[config.mk]
export PLATFORM = sky130hd
export DESIGN_NAME = cdb_arbiter
export DESIGN_NICKNAME = d
export VERILOG_FILES = /design/src/rtl/cdb_arbiter.sv
export SDC_FILE = /design/constraint.sdc
export NUM_CORES = 1
export LEC_CHECK = 0
export BUFFER_PORTS_ARGS = -buffer_cell sky130_fd_sc_hd__buf_2
export CAP_MARGIN = 10
export CELL_PAD_IN_SITES_DETAIL_PLACEMENT = 0
export CELL_PAD_IN_SITES_GLOBAL_PLACEMENT = 2
export CORE_AREA = 2 2 121 123
export CTS_CLUSTER_SIZE = 16
export DETAILED_ROUTE_END_ITERATION = 8
export DIE_AREA = 0 0 123 125
export PLACE_DENSITY_LB_ADDON = 0.1
export SYNTH_ARGS = -nofsm -noshare
export SYNTH_HDL_FRONTEND = slang
export SYNTH_SLANG_ARGS = --single-unit
[constraint.sdc]
create_clock -name clk -period 3.3 [get_ports clk]
set_clock_uncertainty 0.1 [all_clocks]
set_input_delay 0 -clock clk [delete_from_list [all_inputs] [get_ports clk]]
set_output_delay 0 -clock clk [all_outputs]
set_load 0.02 [all_outputs]
[src/rtl/cdb_arbiter.sv]
// Common data bus arbiter: round-robin grant among functional units,
// one registered broadcast per cycle plus a saturating grant counter.
module cdb_arbiter #(
  parameter int N_REQ  = 3,
  parameter int LOCK_W = 5,
  parameter int DATA_W = 32
) (
  input  logic                      clk,
  input  logic                      rst,
  input  logic                      flush,
  input  logic [N_REQ-1:0]          req_valid,
  input  logic [N_REQ*LOCK_W-1:0]   req_index,
  input  logic [N_REQ*DATA_W-1:0]   req_result,
  output logic [N_REQ-1:0]          req_done,
  output logic                      cdb_valid,
  output logic [LOCK_W-1:0]         cdb_index,
  output logic [DATA_W-1:0]         cdb_result,
  output logic [15:0]               grant_cnt
);

  localparam int PW = (N_REQ > 1) ? $clog2(N_REQ) : 1;

  logic [N_REQ-1:0]  elig;
  logic [N_REQ-1:0]  done;
  logic              found;
  logic              grant;
  logic [PW-1:0]     win;
  int                j;

  logic              valid_q, valid_d;
  logic [LOCK_W-1:0] index_q, index_d;
  logic [DATA_W-1:0] result_q, result_d;
  logic [PW-1:0]     rr_q, rr_d;
  logic [15:0]       cnt_q, cnt_d;

  // Lock index 0 means the unit holds no rename lock, so it never wins.
  always_comb begin
    elig = '0;
    for (int i = 0; i < N_REQ; i++) begin
      elig[i] = req_valid[i] &&
                (req_index[i*LOCK_W +: LOCK_W] != '0);
    end
  end

  always_comb begin
    found = 1'b0;
    win   = '0;
    j     = 0;
    for (int k = 0; k < N_REQ; k++) begin
      j = int'(rr_q) + k;
      if (j >= N_REQ) j = j - N_REQ;
      if (!found && elig[j]) begin
        found = 1'b1;
        win   = PW'(j);
      end
    end
    grant = found && !rst && !flush;
    done  = '0;
    if (grant) done[win] = 1'b1;
  end

  always_comb begin
    valid_d  = grant;
    index_d  = index_q;
    result_d = result_q;
    rr_d     = rr_q;
    cnt_d    = cnt_q;
    if (grant) begin
      index_d  = req_index[int'(win)*LOCK_W +: LOCK_W];
      result_d = req_result[int'(win)*DATA_W +: DATA_W];
      rr_d     = (int'(win) == N_REQ-1) ? '0 : win + PW'(1);
      if (cnt_q != 16'hFFFF) cnt_d = cnt_q + 16'd1;
    end
  end

  always_ff @(posedge clk) begin
    if (rst) begin
      valid_q  <= 1'b0;
      index_q  <= '0;
      result_q <= '0;
      rr_q     <= '0;
      cnt_q    <= '0;
    end else begin
      valid_q  <= valid_d;
      index_q  <= index_d;
      result_q <= result_d;
      rr_q     <= rr_d;
      cnt_q    <= cnt_d;
    end
  end

  assign req_done   = done;
  assign cdb_valid  = valid_q;
  assign cdb_index  = index_q;
  assign cdb_result = result_q;
  assign grant_cnt  = cnt_q;

endmodule

Yosys cells after proc, flatten, opt, wreduce, memory -nomap -nowiden
Index checks and enable logic that the tools add are counted.

cells by class
  multiply operators = 1
  eq/ne operators = 2
  add/sub/neg operators = 7
  muxes and demuxes = 22
  shift operators = 2
  divide/modulo/power cells = 0
  bitwise gates (word level) = 0
  reductions and logical operators = 16
  $lt $le $gt $ge = 8

operators by type and width
  cell                                                                           number
  32-bit by 4-bit less-than comparator with 1-bit output, second input constant  3
  32-bit 2-to-1 mux                                                              3
  96-bit by 8-bit indexed part select with 32-bit output                         1
  16-bit by 1-bit adder with 16-bit output, second input constant                1
  16-bit inequality test, second input constant                                  1
  5-bit nonzero test                                                             3
  15-bit by 6-bit indexed part select with 5-bit output                          1
  1-bit 2-to-1 mux                                                               10
  1-bit logical AND                                                              8
  2-bit 2-to-1 mux                                                               4
  3-bit by 2-bit subtractor with 4-bit output, second input constant             2
  1-bit binary-select mux with 2-bit select                                      3
  3-bit by 2-bit >= comparator with 1-bit output, second input constant          2
  2-bit by 3-bit multiplier with 5-bit output, second input constant             1
  1-bit zero test                                                                4
  2-bit by 1-bit adder with 3-bit output, second input constant                  1
  2-bit by 2-bit adder with 3-bit output, second input constant                  1
  2-bit by 3-bit less-than comparator with 1-bit output, second input constant   1
  3-bit 2-to-1 mux                                                               1
  2-bit by 2-bit subtractor with 3-bit output, second input constant             1
  2-bit by 1-bit adder with 2-bit output, second input constant                  1
  1-bit demux with 2-bit select                                                  1
  2-bit == test, second input constant                                           1
  2-bit by 1-bit >= comparator with 1-bit output, second input constant          1
  other kinds (2)                                                                2

storage, ports and cells
  output and inout port bits = 57
  latch bits = 0
  bits in writable memories = 0
  memories kept = 0
  bits in read-only memories = 0
  word-level logic and storage cells = 63
  flip-flop bits (word level) = 56
  input bits = 117

Longest topological paths before layout
Gate-level depths: netlist (run 1).

  word-level depth = 17
  gate-level depth with buffers = 11
  gate-level depth less buffers = 8

Worst setup path after synthesis (run 1)
OpenSTA, ideal clock, no wires.

  path kind = reg-to-reg
  from = reg rr_q[0]
  to = reg rr_q[0]
  setup time = 60 ps
  buffers on the path = 2
  required time = 3,140 ps
  setup slack = 682 ps
  stages on the path, launching flop included = 10
  period minus slack after synthesis = 2,618 ps
  data arrival time = 2,458 ps
  path through = dfxtp_1 -> inv_1 -> ha_1 -> clkbuf_1 -> or3_1 -> and3_1 -> clkbuf_1 -> and2_1 -> nor3_1 -> o21a_1

on the way
  word-level cells in the longest chain between the ends = 14
  elaborated cells on any way between the ends = 35
  classes of those cells = add/sub: 6; order compare: 3; eq/ne: 1; mux: 19; reduce/logical: 6

RTL lines
  element                                                                               RTL line  text
  from (decl)                                                                           33        logic [PW-1:0] rr_q, rr_d;
  from (signal assigned)                                                                87        rr_q <= rr_d;
  branches (longest 14 deep; another with 3-bit by 2-bit subtractor with 4-bit output)  n/a

Parallel ways; which one is timed is not known. The select of a mux whose other input is x is not followed.
A chain may end at the register's enable or synchronous reset.

Worst setup path after layout (run 1)
  from = reg rr_q[0]
  to = out req_done[1]

on the way
  word-level cells in the longest chain between the ends = 17
  elaborated cells on any way between the ends = 38
  classes of those cells = add/sub: 5; order compare: 5; mux: 21; reduce/logical: 7

RTL lines
  element                                                                               RTL line  text
  branches (longest 16 deep; another with 3-bit by 2-bit subtractor with 4-bit output)  n/a
  3-bit 2-to-1 mux *                                                                    59        if (grant) done[win] = 1'b1;
  to (decl)                                                                             14        output logic [N_REQ-1:0] req_done,

Mark *: on every way between the ends. The select of a mux whose other input is x is not followed.

==> results by group, run 1 <==
Global route
  • GRT Overall Usage: 16.9%
  • Antenna violations before repair: 0
  • First-pass GRT wire length: 20.5 mm
  • Largest net degree at the start of global routing: 57
  • Number of global-route vias before repair: 3845
  • Total grt overflow: 0

Route
  • Routed WL per cell: 16.6 um
  • DRC: 0
  • Avg Vias per Cell: 4.89
  • Total Wirelength: 13.6 mm
  • Drt pass-1 iters: 6
  • Final ANT Viol Nets: 0
  • Vias: 3983
  • Initial DRC count: 231

Clock network
  • Clk pin slew, worst setup/hold paths: 0.07 ns
  • CTS tree: done
  • Clock Path Buffers: 2
  • Number of buffers created by CTS: 5
  • H-tree levels: 2
  • Worst-Skew Late Latency: 0.30 ns
  • Sink Count: 56
  • Cts repair resizes: 0
  • CTS root buffer: clkbuf_16

Synthesis
  • Mean post-synth cell area: 8.31 um2
  • #FFs+latches synth: 56
  • Sequential fraction of the synthesis area: 33.7%
  • Yosys top cell by area: dfxtp_1
  • Main synth FF type: dfxtp_1
  • Post-synth EDFFs: 0
  • Synth Net Count: 520
  • Yosys cell types: 47
  • Mapped Area: 3320 um2
  • Synth Warn #: 0
  • Asr flop ratio synth: 0%
  • Synth area leaders: dfxtp_1 (34%), o31ai_2 (9.0%), nand3_1 (5.1%), nor2_1 (4.9%), a21boi_1 (4.7%)
  • Area share of the largest cell type after synthesis: 33.7%
  • Cells after Synth: 400

Timing
  • Tmin final: 2.97 ns
  • Setup TNS: 0 ns
  • Final Worst Setup Slack: 0.330 ns
  • Worst Max-Slew Pin Slew: 0.855 ns
  • Fmax: 337 MHz
  • Slew HR: 42.8%
  • Unrepaired setup endpoints after global routing: false
  • Final setup vio count: 0
  • Hold Fails Final Rpt: 0
  • Crit share post-route: 90.0%
  • Slew Viols, Final: 0

Place
  • I/O Buffers: 173
  • Final HPWL DP: 9.32 mm
  • Pre-CTS setup slack: 0.363 ns
  • Final GP Congestion: 0.740

Power
  • Pwr dens: 394 nW/um2
  • LEAKAGE: 2.32 nW
  • VDD IR-drop max: 0.000233 V

Hold path
  • Hold Crit Class: in -> reg
  • Hold Path Origin: req_result[59]

Die
  • # rows: 44
  • Core footprint: 14200 um2
  • Initial Util: 23.4%
  • I/O Pins: 174
  • Chip width: 123 um
  • Die area: 15400 um2
  • Die Ht: 125 um

Final layout
  • Fin nets: 750
  • Reg area: 1120 um2
  • Fraction of layout cells with a size suffix above 1: 37.1%
  • Fill count: 1538
  • Antenna fix cells: 0
  • Area delta synth->final: 59.1%
  • Footprint of the multi-input gates: 1980 um2

Critical path
  • Worst setup SP type: flop
  • Crit Path Class: reg -> out
  • Crit path from: rr_q[0]$_SDFFE_PP0P_
  • R2r startpoint: rr_q[0]$_SDFFE_PP0P_
  • Worst setup EP type: output pin
  • Worst-path fanout max: 37
  • Critical path required time: 3.20 ns
  • Worst EP arrival: 2.87 ns

Outcome
  • Outcome: completed

Flow run
  • Max-cap check violation count: 0
[kinds of logic (layout without fill, tap and decap cells)]
| group | Yosys count | count (layout) | share of synthesized area, % |
|---|---|---|---|
| xor+xnor | 1 | 1 | 0.264 |
| simple gates | 125 | 125 | 18.8 |
| compound gates | 159 | 159 | 38.3 |
| flops | 56 | 56 | 33.7 |
| mux | 2 | 2 | 0.602 |
| fa+ha+maj | 3 | 3 | 1.13 |
| buf+inv | 54 | 285 | 7.15 |
[per-stage QoR]
step	total power [mW]	area [um2]	hold slack, ns	utilization (%)	instances
after global placement	1.36	4350	0.196	30.6	732
final	2.08	5290	0.0805	37.2	815
after detailed placement	1.37	4350	0.205	30.6	732
after global routing	2.20	5290	0.0971	37.2	815
after CTS	2.12	5290	0.0719	37.2	815
after floorplan	1.15	3320	0.103	-	400
[critical path, cell delays in order, from the launching register on]
cell and delay [ns]:
dfxtp_1 0.36, inv_1 0.05, ha_1 0.41, a211o_1 0.37
a21oi_4 0.35, nand2_2 0.59, nor2_1 0.24, buf_2 0.19
[cells in the mapped netlist (4+ instances only)]
cell / n
o32ai_1: 9
inv_1: 18
o31ai_2: 24
a21oi_1: 29
o21ai_0: 11
and3_1: 7
dfxtp_1: 56
nor2_1: 43
nand2_1: 12
o32ai_2: 4
or3_1: 9
a31o_2: 7
o211ai_1: 4
a31oi_1: 23
or4_1: 5
nand3_1: 34
a31o_1: 7
buf_2: 10
a21boi_1: 21
clkbuf_1: 19
o31ai_1: 5
[power by group]
| part | internal, mW | total, mW | switching [mW] |
|---|---|---|---|
| clock network | 0.401 | 0.668 | 0.267 |
| logic | 0.289 | 0.656 | 0.367 |
| registers | 0.732 | 0.760 | 0.0285 |
[flip-flops by register name, summed over array words and instances (netlist names)]
| register | flops |
|---|---|
| cdb_result | 32 |
| grant_cnt | 16 |
| cdb_index | 5 |
| rr_q | 2 |
| cdb_valid | 1 |
[final cells by class]
type	instances	share of cell area [%]
multi-input cells	290	37.4
clock buffers	7	2.89
well taps	184	4.36
clock inverters	1	0.568
inverters	19	1.35
flip-flops and latches	56	21.2
repair buffers	258	32.2
[worst paths after layout]
path / end / slack [ns] / depth (start not counted)
max reg2reg: cdb_result[26]$_SDFFE_PP0P_ / 0.37 / 7
min: cdb_result[27]$_SDFFE_PP0P_ / 0.08 / 4
max: req_done[1] / 0.33 / 7
min reg2reg: cdb_result[29]$_SDFFE_PP0P_ / 0.36 / 2
[timing repair]
action,4_1_cts,5_1_grt
hold endpoints to repair,41,0
hold buffers,75,0
setup buffers,0,0
[cell usage in the layout (no fill, tap or decap), types with 2 or more instances in the layout]
master,netlist,final
a31oi_1,23,23
o21ai_0,11,11
o21ai_1,2,2
clkbuf_16,0,5
clkbuf_8,0,2
o32ai_1,9,9
ha_1,3,3
a211oi_1,2,2
nand4_1,2,2
a31o_1,7,7
nor2_1,43,43
o41ai_1,2,2
and3_1,7,7
o21a_1,3,3
a21oi_1,29,28
a21boi_1,21,21
inv_1,18,18
o31ai_2,24,24
o211ai_1,4,4
mux2i_1,2,2
nand3_1,34,34
a31o_2,7,7
and4_1,2,2
buf_2,10,173
nor3_1,2,2
nand2_1,12,12
o31ai_1,5,5
or4_1,5,5
dfxtp_1,56,56
dlygate4sd3_1,0,75
o311ai_1,2,2
o32ai_2,4,4
buf_4,0,9
or3_1,9,9
and2_1,2,2
[routing by layer]
metal,up-vias,wire length (um),GRT usage [%]
met5,-,0,0
met4,0,118,3.54
li1,1966,-,-
met1,1875,6420,22.3
met2,136,6190,27.9
met3,6,830,3.88
Note: power is estimated with default switching activity, not from simulation.
==> run 2, diff against run 1 <==
ABC_AREA = 1   (was default)
CAP_MARGIN = 15   (was 10)
CORE_AREA = 2 2 130 132   (was 2 2 121 123)
DIE_AREA = 0 0 132 134   (was 0 0 123 125)
==> run 2 against run 1 <==
Synthesized area rose by 10%; combinational power rose by 66%; critical path depth rose by 6; routed wire length rose by 6.1%; critical path type is now reg -> reg; via count rose by 15%; largest cell class unchanged; hold slack got worse by 0.045 ns; sequential power rose by 3.0%; highest routed layer unchanged; die area rose by 15%; critical endpoint is now cdb_index[3]$_SDFFE_PP0P_.
==> results by group, run 2 <==
Route
  • Avg Vias per Cell: 4.29 (was 4.89)
  • Initial DRC count: 176 (was 231)
  • DRC: 0 (unchanged)
  • Routed WL per cell: 13.5 um (was 16.6 um)
  • Drt pass-1 iters: 4 (was 6)
  • Vias: 4565 (was 3983)
  • Total Wirelength: 14.4 mm (was 13.6 mm)
  • Final ANT Viol Nets: 0 (unchanged)

Synthesis
  • Synth Net Count: 707 (was 520)
  • Asr flop ratio synth: 0% (unchanged)
  • Post-synth EDFFs: 0 (unchanged)
  • Area share of the largest cell type after synthesis: 30.7% (was 33.7%)
  • Synth Warn #: 0 (unchanged)
  • Cells after Synth: 587 (was 400)
  • Yosys top cell by area: dfxtp_1 (unchanged)
  • Yosys cell types: 29 (was 47)
  • Synth area leaders: dfxtp_1 (31%), nand2_1 (22%), nand3_1 (12%), inv_1 (6.1%), a21oi_2 (4.6%) (was dfxtp_1 (34%), o31ai_2 (9.0%), nand3_1 (5.1%), nor2_1 (4.9%), a21boi_1 (4.7%))
  • #FFs+latches synth: 56 (unchanged)
  • Mapped Area: 3660 um2 (was 3320 um2)
  • Post-synth top cells: nand2_1 (215), nand3_1 (85), inv_1 (59) (was dfxtp_1 (56), nor2_1 (43), nand3_1 (34))
  • Most frequent cell after synthesis: nand2_1 (was dfxtp_1)
  • Sequential fraction of the synthesis area: 30.7% (was 33.7%)
  • Mean post-synth cell area: 6.23 um2 (was 8.31 um2)
  • Main synth FF type: dfxtp_1 (unchanged)

Power
  • Part of the power in registers: 32.0% (was 36.5%)
  • Power, Total: 2.45 mW (was 2.08 mW)
  • Sw Ratio: 38.5% (was 31.8%)
  • LEAKAGE: 2.89 nW (was 2.32 nW)
  • VDD IR-drop max: 0.000193 V (was 0.000233 V)
  • Pint: 1.51 mW (was 1.42 mW)
  • Pwr dens: 424 nW/um2 (was 394 nW/um2)
  • Combinational power share: 44.6% (was 31.5%)
  • NetSw: 0.942 mW (was 0.662 mW)
  • Clock share of power: 23.4% (was 32.1%)

Hold path
  • Hold-critical path depth: 5 (was 4)
  • Hold Path Origin: req_result[55] (was req_result[59])
  • Worst Hold Path EP: cdb_result[23]$_SDFFE_PP0P_ (was cdb_result[27]$_SDFFE_PP0P_)
  • Hold Crit Class: in -> reg (unchanged)

Die
  • Chip width: 132 um (was 123 um)
  • Core footprint: 16300 um2 (was 14200 um2)
  • Die Ht: 134 um (was 125 um)
  • I/O Pins: 174 (unchanged)
  • Die area: 17700 um2 (was 15400 um2)
  • Initial Util: 22.4% (was 23.4%)
  • # rows: 47 (was 44)

Timing
  • Setup TNS: 0 ns (unchanged)
  • Crit share post-route: 90.8% (was 90.0%)
  • Worst hold margin: 0.0352 ns (was 0.0805 ns)
  • Fmax: 334 MHz (was 337 MHz)
  • Tmin final: 3.00 ns (was 2.97 ns)
  • Final setup vio count: 0 (unchanged)
  • Slew Viols, Final: 0 (unchanged)
  • Worst Max-Slew Pin Slew: 0.853 ns (was 0.855 ns)
  • Hold Fails Final Rpt: 0 (unchanged)
  • Slew HR: 43.1% (was 42.8%)
  • Unrepaired setup endpoints after global routing: false (unchanged)

Final layout
  • Fin nets: 964 (was 750)
  • Reg area: 1120 um2 (unchanged)
  • Commonest non-fill, non-tap cells in the layout: nand2_1 (215), buf_2 (173), dlygate4sd3_1 (96) (was buf_2 (173), dlygate4sd3_1 (75), dfxtp_1 (56))
  • Footprint of the multi-input gates: 2080 um2 (was 1980 um2)
  • Largest register FFs: 32 (unchanged)
  • Layout Cells excl Fill: 1065 (was 815)
  • Antenna fix cells: 0 (unchanged)
  • Fraction of layout cells with a size suffix above 1: 27.8% (was 37.1%)
  • Fill count: 1859 (was 1538)
  • Most common cell after layout, fill and taps aside: nand2_1 (was buf_2)
  • Area delta synth->final: 58.0% (was 59.1%)
  • Layout Utilization: 35.5% (was 37.2%)

Critical path
  • R2r worst-path depth: 13 (was 7)
  • R2r startpoint: rr_q[0]$_SDFFE_PP0P_ (unchanged)
  • Reg2reg end: cdb_index[3]$_SDFFE_PP0P_ (was cdb_result[26]$_SDFFE_PP0P_)
  • Worst setup EP type: flop (was output pin)
  • Worst-path fanout max: 17 (was 37)
  • Crit Path Class: reg -> reg (was reg -> out)
  • Worst EP arrival: 3.15 ns (was 2.87 ns)
  • Worst setup SP type: flop (unchanged)
  • Reg2Reg Setup Slack: 0.30 ns (was 0.37 ns)
  • Critical path required time: 3.45 ns (was 3.20 ns)

Clock network
  • H-tree levels: 2 (unchanged)
  • Sink Count: 56 (unchanged)
  • Setup repair bufs after CTS: 0 (unchanged)
  • Clk pin slew, worst setup/hold paths: 0.08 ns (was 0.07 ns)
  • Clock Path Buffers: 2 (unchanged)
  • CTS root buffer: clkbuf_16 (unchanged)
  • Number of buffers created by CTS: 5 (unchanged)
  • Worst-Skew Late Latency: 0.31 ns (was 0.30 ns)
  • CTS tree: done (unchanged)

Flow run
  • Max-cap check violation count: 0 (unchanged)

Global route
  • Total grt overflow: 0 (unchanged)
  • First-pass GRT wire length: 23.5 mm (was 20.5 mm)
  • Antenna violations before repair: 0 (unchanged)
  • Number of global-route vias before repair: 4570 (was 3845)
  • GRT Overall Usage: 16.5% (was 16.9%)
  • Largest net degree at the start of global routing: 30 (was 57)

Place
  • Cells after DPL: 961 (was 732)
  • I/O Buffers: 173 (unchanged)
  • Final HPWL DP: 10.6 mm (was 9.32 mm)
  • Final GP Congestion: 0.799 (was 0.740)

Outcome
  • Outcome: completed (unchanged)
run 2: cell types whose count changed after synthesis, sizes merged, moves of 9 or more:
cell    delta
a31oi     -23
a21boi    -20
nand3     +55
a21oi     +14
a31o      -14
or3        -9
clkbuf    -13
nand2    +207
buf        +9
inv       +44
o31ai     -29
o32ai     -13
run 2: per-stage QoR:
stage          instance area [um2]  setup WS [ns]
6_report                      5780          0.302
5_1_grt                       5780         0.0122
4_1_cts                       5780          0.251
3_5_place_dp                  4670          0.781
3_3_place_gp                  4670          0.813
2_1_floorplan                 3660           1.24
run 2: metal layers:
metal / global-route usage [%] / routed length [um] / up-vias
met3: 3.74 / 844 / 6
li1: - / - / 2370
met2: 28.2 / 6680 / 145
met1: 21.2 / 6750 / 2044
met4: 3.26 / 117 / 0
met5: 0 / 0 / -
run 2: worst max-delay path by stage:
| stage | start | cells past startpoint | end | slack, ns |
|---|---|---|---|---|
| global route | rr_q[0]$_SDFFE_PP0P_ | 13 | cdb_index[4]$_SDFFE_PP0P_ | 0.01 |
| finish | rr_q[0]$_SDFFE_PP0P_ | 13 | cdb_index[3]$_SDFFE_PP0P_ | 0.30 |
| floorplan | rr_q[0]$_SDFFE_PP0P_ | 14 | cdb_result[23]$_SDFFE_PP0P_ | 1.24 |
| detailed placement | rr_q[0]$_SDFFE_PP0P_ | 12 | cdb_result[29]$_SDFFE_PP0P_ | 0.78 |
| global placement | rr_q[0]$_SDFFE_PP0P_ | 12 | cdb_result[23]$_SDFFE_PP0P_ | 0.81 |
| CTS | rr_q[0]$_SDFFE_PP0P_ | 13 | cdb_index[4]$_SDFFE_PP0P_ | 0.25 |
run 2: timing repair:
action | CTS | global route
endpoints found under the setup margin | 0 | 0
hold buffers | 96 | 0
hold endpoints to repair | 41 | 0
gates resized for setup | 0 | 0
run 2: layout make-up:
type	instances	area share (%)
clock buffer	5	2.17
clock inverter	3	0.368
inverter	63	4.09
multi-input combinational	437	36.0
sequential	56	19.4
tap	220	4.77
timing repair buffer	281	33.2
run 2: power groups by stage:
| stage | registers (mW) | logic, mW | clock network, mW |
|---|---|---|---|
| 2_1_floorplan | 0.880 | 0.543 | 0 |
| 3_3_place_gp | 0.799 | 0.899 | 0 |
| 3_5_place_dp | 0.800 | 0.895 | 0 |
| 4_1_cts | 0.785 | 1.11 | 0.604 |
| 5_1_grt | 0.795 | 1.22 | 0.628 |
| 6_report | 0.783 | 1.09 | 0.574 |
run 2: critical path: stages, from the launching register on:
cell           delay, ns
dfxtp_1             0.34
inv_1               0.06
ha_1                0.33
inv_1               0.20
nand3_1             0.11
nand2_1             0.17
nand3_1             0.11
nand2_2             0.37
buf_4               0.29
nand3_1             0.09
nand2_1             0.07
inv_1               0.05
a21oi_2             0.11
dlygate4sd3_1       0.55
run 2: cells by family after synthesis:
kind of cell,after synthesis,share of synthesized area (%)
xor gates and xnor gates,7,1.68
DFF,56,30.7
adders and majority gates,3,1.03
buffers and inverters,94,12.5
AOI/OAI and AO/OA,61,11.2
and+or+nand+nor,366,43.0
==> run 3, diff against run 2 <==
GPL_ROUTABILITY_DRIVEN = 0   (was default)
clock period = 3.4 ns   (was 3.3 ns; I/O delays follow)
==> run 3 against run 2 <==
First-iteration DRC count is 4.5% higher; hold slack improved by 0.11 ns; flip-flop and latch count did not move; routed wire length fell by 2.3%; total power down 2.3%; register-to-register slack worse by 0.02 ns; critical path depth up 1; critical endpoint is now cdb_result[16]$_SDFFE_PP0P_.
==> results by group, run 3 (same netlist as run 2, synthesis figures left out) <==
Hold path
  • Hold-critical path depth: 3 (was 5)
  • Worst Hold Path EP: cdb_result[24]$_SDFFE_PP0P_ (was cdb_result[23]$_SDFFE_PP0P_)
  • Hold Path Origin: rst (was req_result[55])
  • Hold Crit Class: in -> reg (unchanged)

Power
  • Clock share of power: 23.3% (was 23.4%)
  • LEAKAGE: 2.87 nW (was 2.89 nW)
  • Pint: 1.47 mW (was 1.51 mW)
  • VDD IR-drop max: 0.000203 V (was 0.000193 V)
  • Part of the power in registers: 31.8% (was 32.0%)
  • Pwr dens: 414 nW/um2 (was 424 nW/um2)
  • Combinational power share: 44.9% (was 44.6%)
  • NetSw: 0.923 mW (was 0.942 mW)
  • Sw Ratio: 38.6% (was 38.5%)

Final layout
  • Antenna fix cells: 0 (unchanged)
  • Largest register FFs: 32 (unchanged)
  • Commonest non-fill, non-tap cells in the layout: nand2_1 (215), buf_2 (173), dlygate4sd3_1 (96) (unchanged)
  • Area delta synth->final: 58.2% (was 58.0%)
  • Fin area: 5780 um2 (about the same)
  • Most common cell after layout, fill and taps aside: nand2_1 (unchanged)
  • Fraction of layout cells with a size suffix above 1: 27.9% (was 27.8%)
  • Fin nets: 961 (was 964)

Flow run
  • Max-cap check violation count: 0 (unchanged)

Global route
  • GRT busiest layer: met2 (unchanged)
  • GRT Overall Usage: 15.9% (was 16.5%)
  • GR met2 Demand/Resource: 26.1% (was 28.2%)
  • Largest net degree at the start of global routing: 39 (was 30)
  • Met1 usage in global routing: 21.1% (was 21.2%)
  • Total grt overflow: 0 (unchanged)
  • Antenna violations before repair: 0 (unchanged)
  • Number of global-route vias before repair: 4454 (was 4570)
  • Met3 GRT Util: 3.29% (was 3.74%)
  • First-pass GRT wire length: 22.7 mm (was 23.5 mm)

Die
  • Die Ht: 134 um (unchanged)
  • # rows: 47 (unchanged)
  • Initial Util: 22.4% (unchanged)
  • Die area: 17700 um2 (unchanged)
  • I/O Pins: 174 (unchanged)
  • Core footprint: 16300 um2 (unchanged)
  • Chip width: 132 um (unchanged)

Timing
  • Slew HR: 45.5% (was 43.1%)
  • Slew Viols, Final: 0 (unchanged)
  • Fmax: 321 MHz (was 334 MHz)
  • Unrepaired setup endpoints after global routing: false (unchanged)
  • Hold Fails Final Rpt: 0 (unchanged)
  • Worst Max-Slew Pin Slew: 0.817 ns (was 0.853 ns)
  • Tmin final: 3.12 ns (was 3.00 ns)
  • Final Worst Setup Slack: 0.280 ns (was 0.302 ns)
  • Worst hold margin: 0.148 ns (was 0.0352 ns)
  • Final setup vio count: 0 (unchanged)
  • Setup TNS: 0 ns (unchanged)
  • Crit share post-route: 91.8% (was 90.8%)

Critical path
  • Worst EP arrival: 3.28 ns (was 3.15 ns)
  • Worst setup EP type: flop (unchanged)
  • Most frequent CP cell: nand2_1
  • Worst-path fanout max: 19 (was 17)
  • R2r worst-path depth: 14 (was 13)
  • Crit Path Class: reg -> reg (unchanged)
  • CP max stage delay: 0.58 ns (was 0.55 ns)
  • WP depth: 14 (was 13)
  • CP Buf/Inv Count: 5 (unchanged)
  • Reg2reg end: cdb_result[16]$_SDFFE_PP0P_ (was cdb_index[3]$_SDFFE_PP0P_)
  • Max stage delay cell, worst path: dlygate4sd3_1 (unchanged)
  • R2r startpoint: rr_q[0]$_SDFFE_PP0P_ (unchanged)
  • Critical path required time: 3.56 ns (was 3.45 ns)
  • Reg2Reg Setup Slack: 0.28 ns (was 0.30 ns)
  • Worst setup SP type: flop (unchanged)
  • Crit path max-delay family: buffers and inverters (unchanged)
  • Crit-path cells: inv_1, ha_2, nand4_1, inv_1, a21oi_2, nand3_2, o21ai_4, buf_12, nand2_1, nand2_1, dlygate4sd3_1, o21ai_0, dlygate4sd3_1, nand2_1 (was inv_1, ha_1, inv_1, nand3_1, nand2_1, nand3_1, nand2_2, buf_4, nand3_1, nand2_1, inv_1, a21oi_2, dlygate4sd3_1)

Clock network
  • Worst-Skew Late Latency: 0.31 ns (about the same)
  • Sink Count: 56 (unchanged)
  • CTS root buffer: clkbuf_16 (unchanged)
  • CTS tree: done (unchanged)
  • H-tree levels: 2 (unchanged)
  • Clock Path Buffers: 2 (unchanged)
  • Number of buffers created by CTS: 5 (unchanged)
  • Clk pin slew, worst setup/hold paths: 0.08 ns (about the same)

Route
  • Total Wirelength: 14.1 mm (was 14.4 mm)
  • Drt pass-1 iters: 4 (unchanged)
  • Final ANT Viol Nets: 0 (unchanged)
  • Avg Vias per Cell: 4.31 (was 4.29)
  • Initial DRC count: 184 (was 176)
  • DRC: 0 (unchanged)
  • Routed WL per cell: 13.2 um (was 13.5 um)
  • Vias: 4572 (was 4565)

Place
  • Final HPWL DP: 10.1 mm (was 10.6 mm)
  • Area after DPL: 4650 um2 (was 4670 um2)
  • Pre-CTS setup slack: 0.719 ns (was 0.781 ns)
  • I/O Buffers: 173 (unchanged)

Outcome
  • Outcome: completed (unchanged)
==> run 3: repair_timing <==
item / 4_1_cts / 5_1_grt
setup endpoints to repair: 0 / 15
buffers inserted: 0 / 0
resized for setup: 0 / 10
hold endpoints to repair: 37 / 0
hold buffers: 96 / 0
==> run 3: power groups by stage <==
stage          combinational, mW  sequential [mW]  clock [mW]
2_1_floorplan              0.527            0.854           0
3_3_place_gp               0.868            0.779           0
3_5_place_dp               0.866            0.777           0
4_1_cts                     1.07            0.762       0.596
5_1_grt                     1.20            0.771       0.613
6_report                    1.08            0.761       0.557
==> run 3: worst max path at each step <==
stage	startpoint	to	slack, ns
3_3_place_gp	rr_q[0]$_SDFFE_PP0P_	rr_q[0]$_SDFFE_PP0P_	0.79
6_report	rr_q[0]$_SDFFE_PP0P_	cdb_result[16]$_SDFFE_PP0P_	0.28
3_5_place_dp	rr_q[0]$_SDFFE_PP0P_	grant_cnt[2]$_SDFFE_PP0P_	0.72
2_1_floorplan	rr_q[0]$_SDFFE_PP0P_	cdb_result[23]$_SDFFE_PP0P_	1.34
4_1_cts	rr_q[0]$_SDFFE_PP0P_	cdb_index[1]$_SDFFE_PP0P_	0.09
5_1_grt	rr_q[1]$_SDFFE_PP0P_	cdb_result[16]$_SDFFE_PP0P_	0.004
==> run 3: cell type report <==
class,instances,area (um2)
fill,1848,10500
multi-input combinational,437,2090
timing repair buffer,278,1910
sequential,56,1120
tap,220,275
inverter,63,239
clock buffer,5,125
clock inverter,3,22.5
==> run 3: tightest hold or removal path: stages <==
cell and delay [ns]:
buf_2 0.10, buf_4 0.27, a21oi_2 0.15
==> run 3: per-layer routing <==
layer	part of all wire, %	wire [um]
met1	48	6730
met2	45	6310
met3	5.9	825
met4	1.3	179
met5	0	0
==> run 3: metrics by stage <==
stage / instances / total power [mW] / utilization (%)
after floorplan: 587 / 1.38 / -
after global placement: 958 / 1.65 / 28.5
after detailed placement: 958 / 1.64 / 28.5
after CTS: 1062 / 2.43 / 35.3
after global routing: 1062 / 2.58 / 35.5
final: 1062 / 2.39 / 35.5
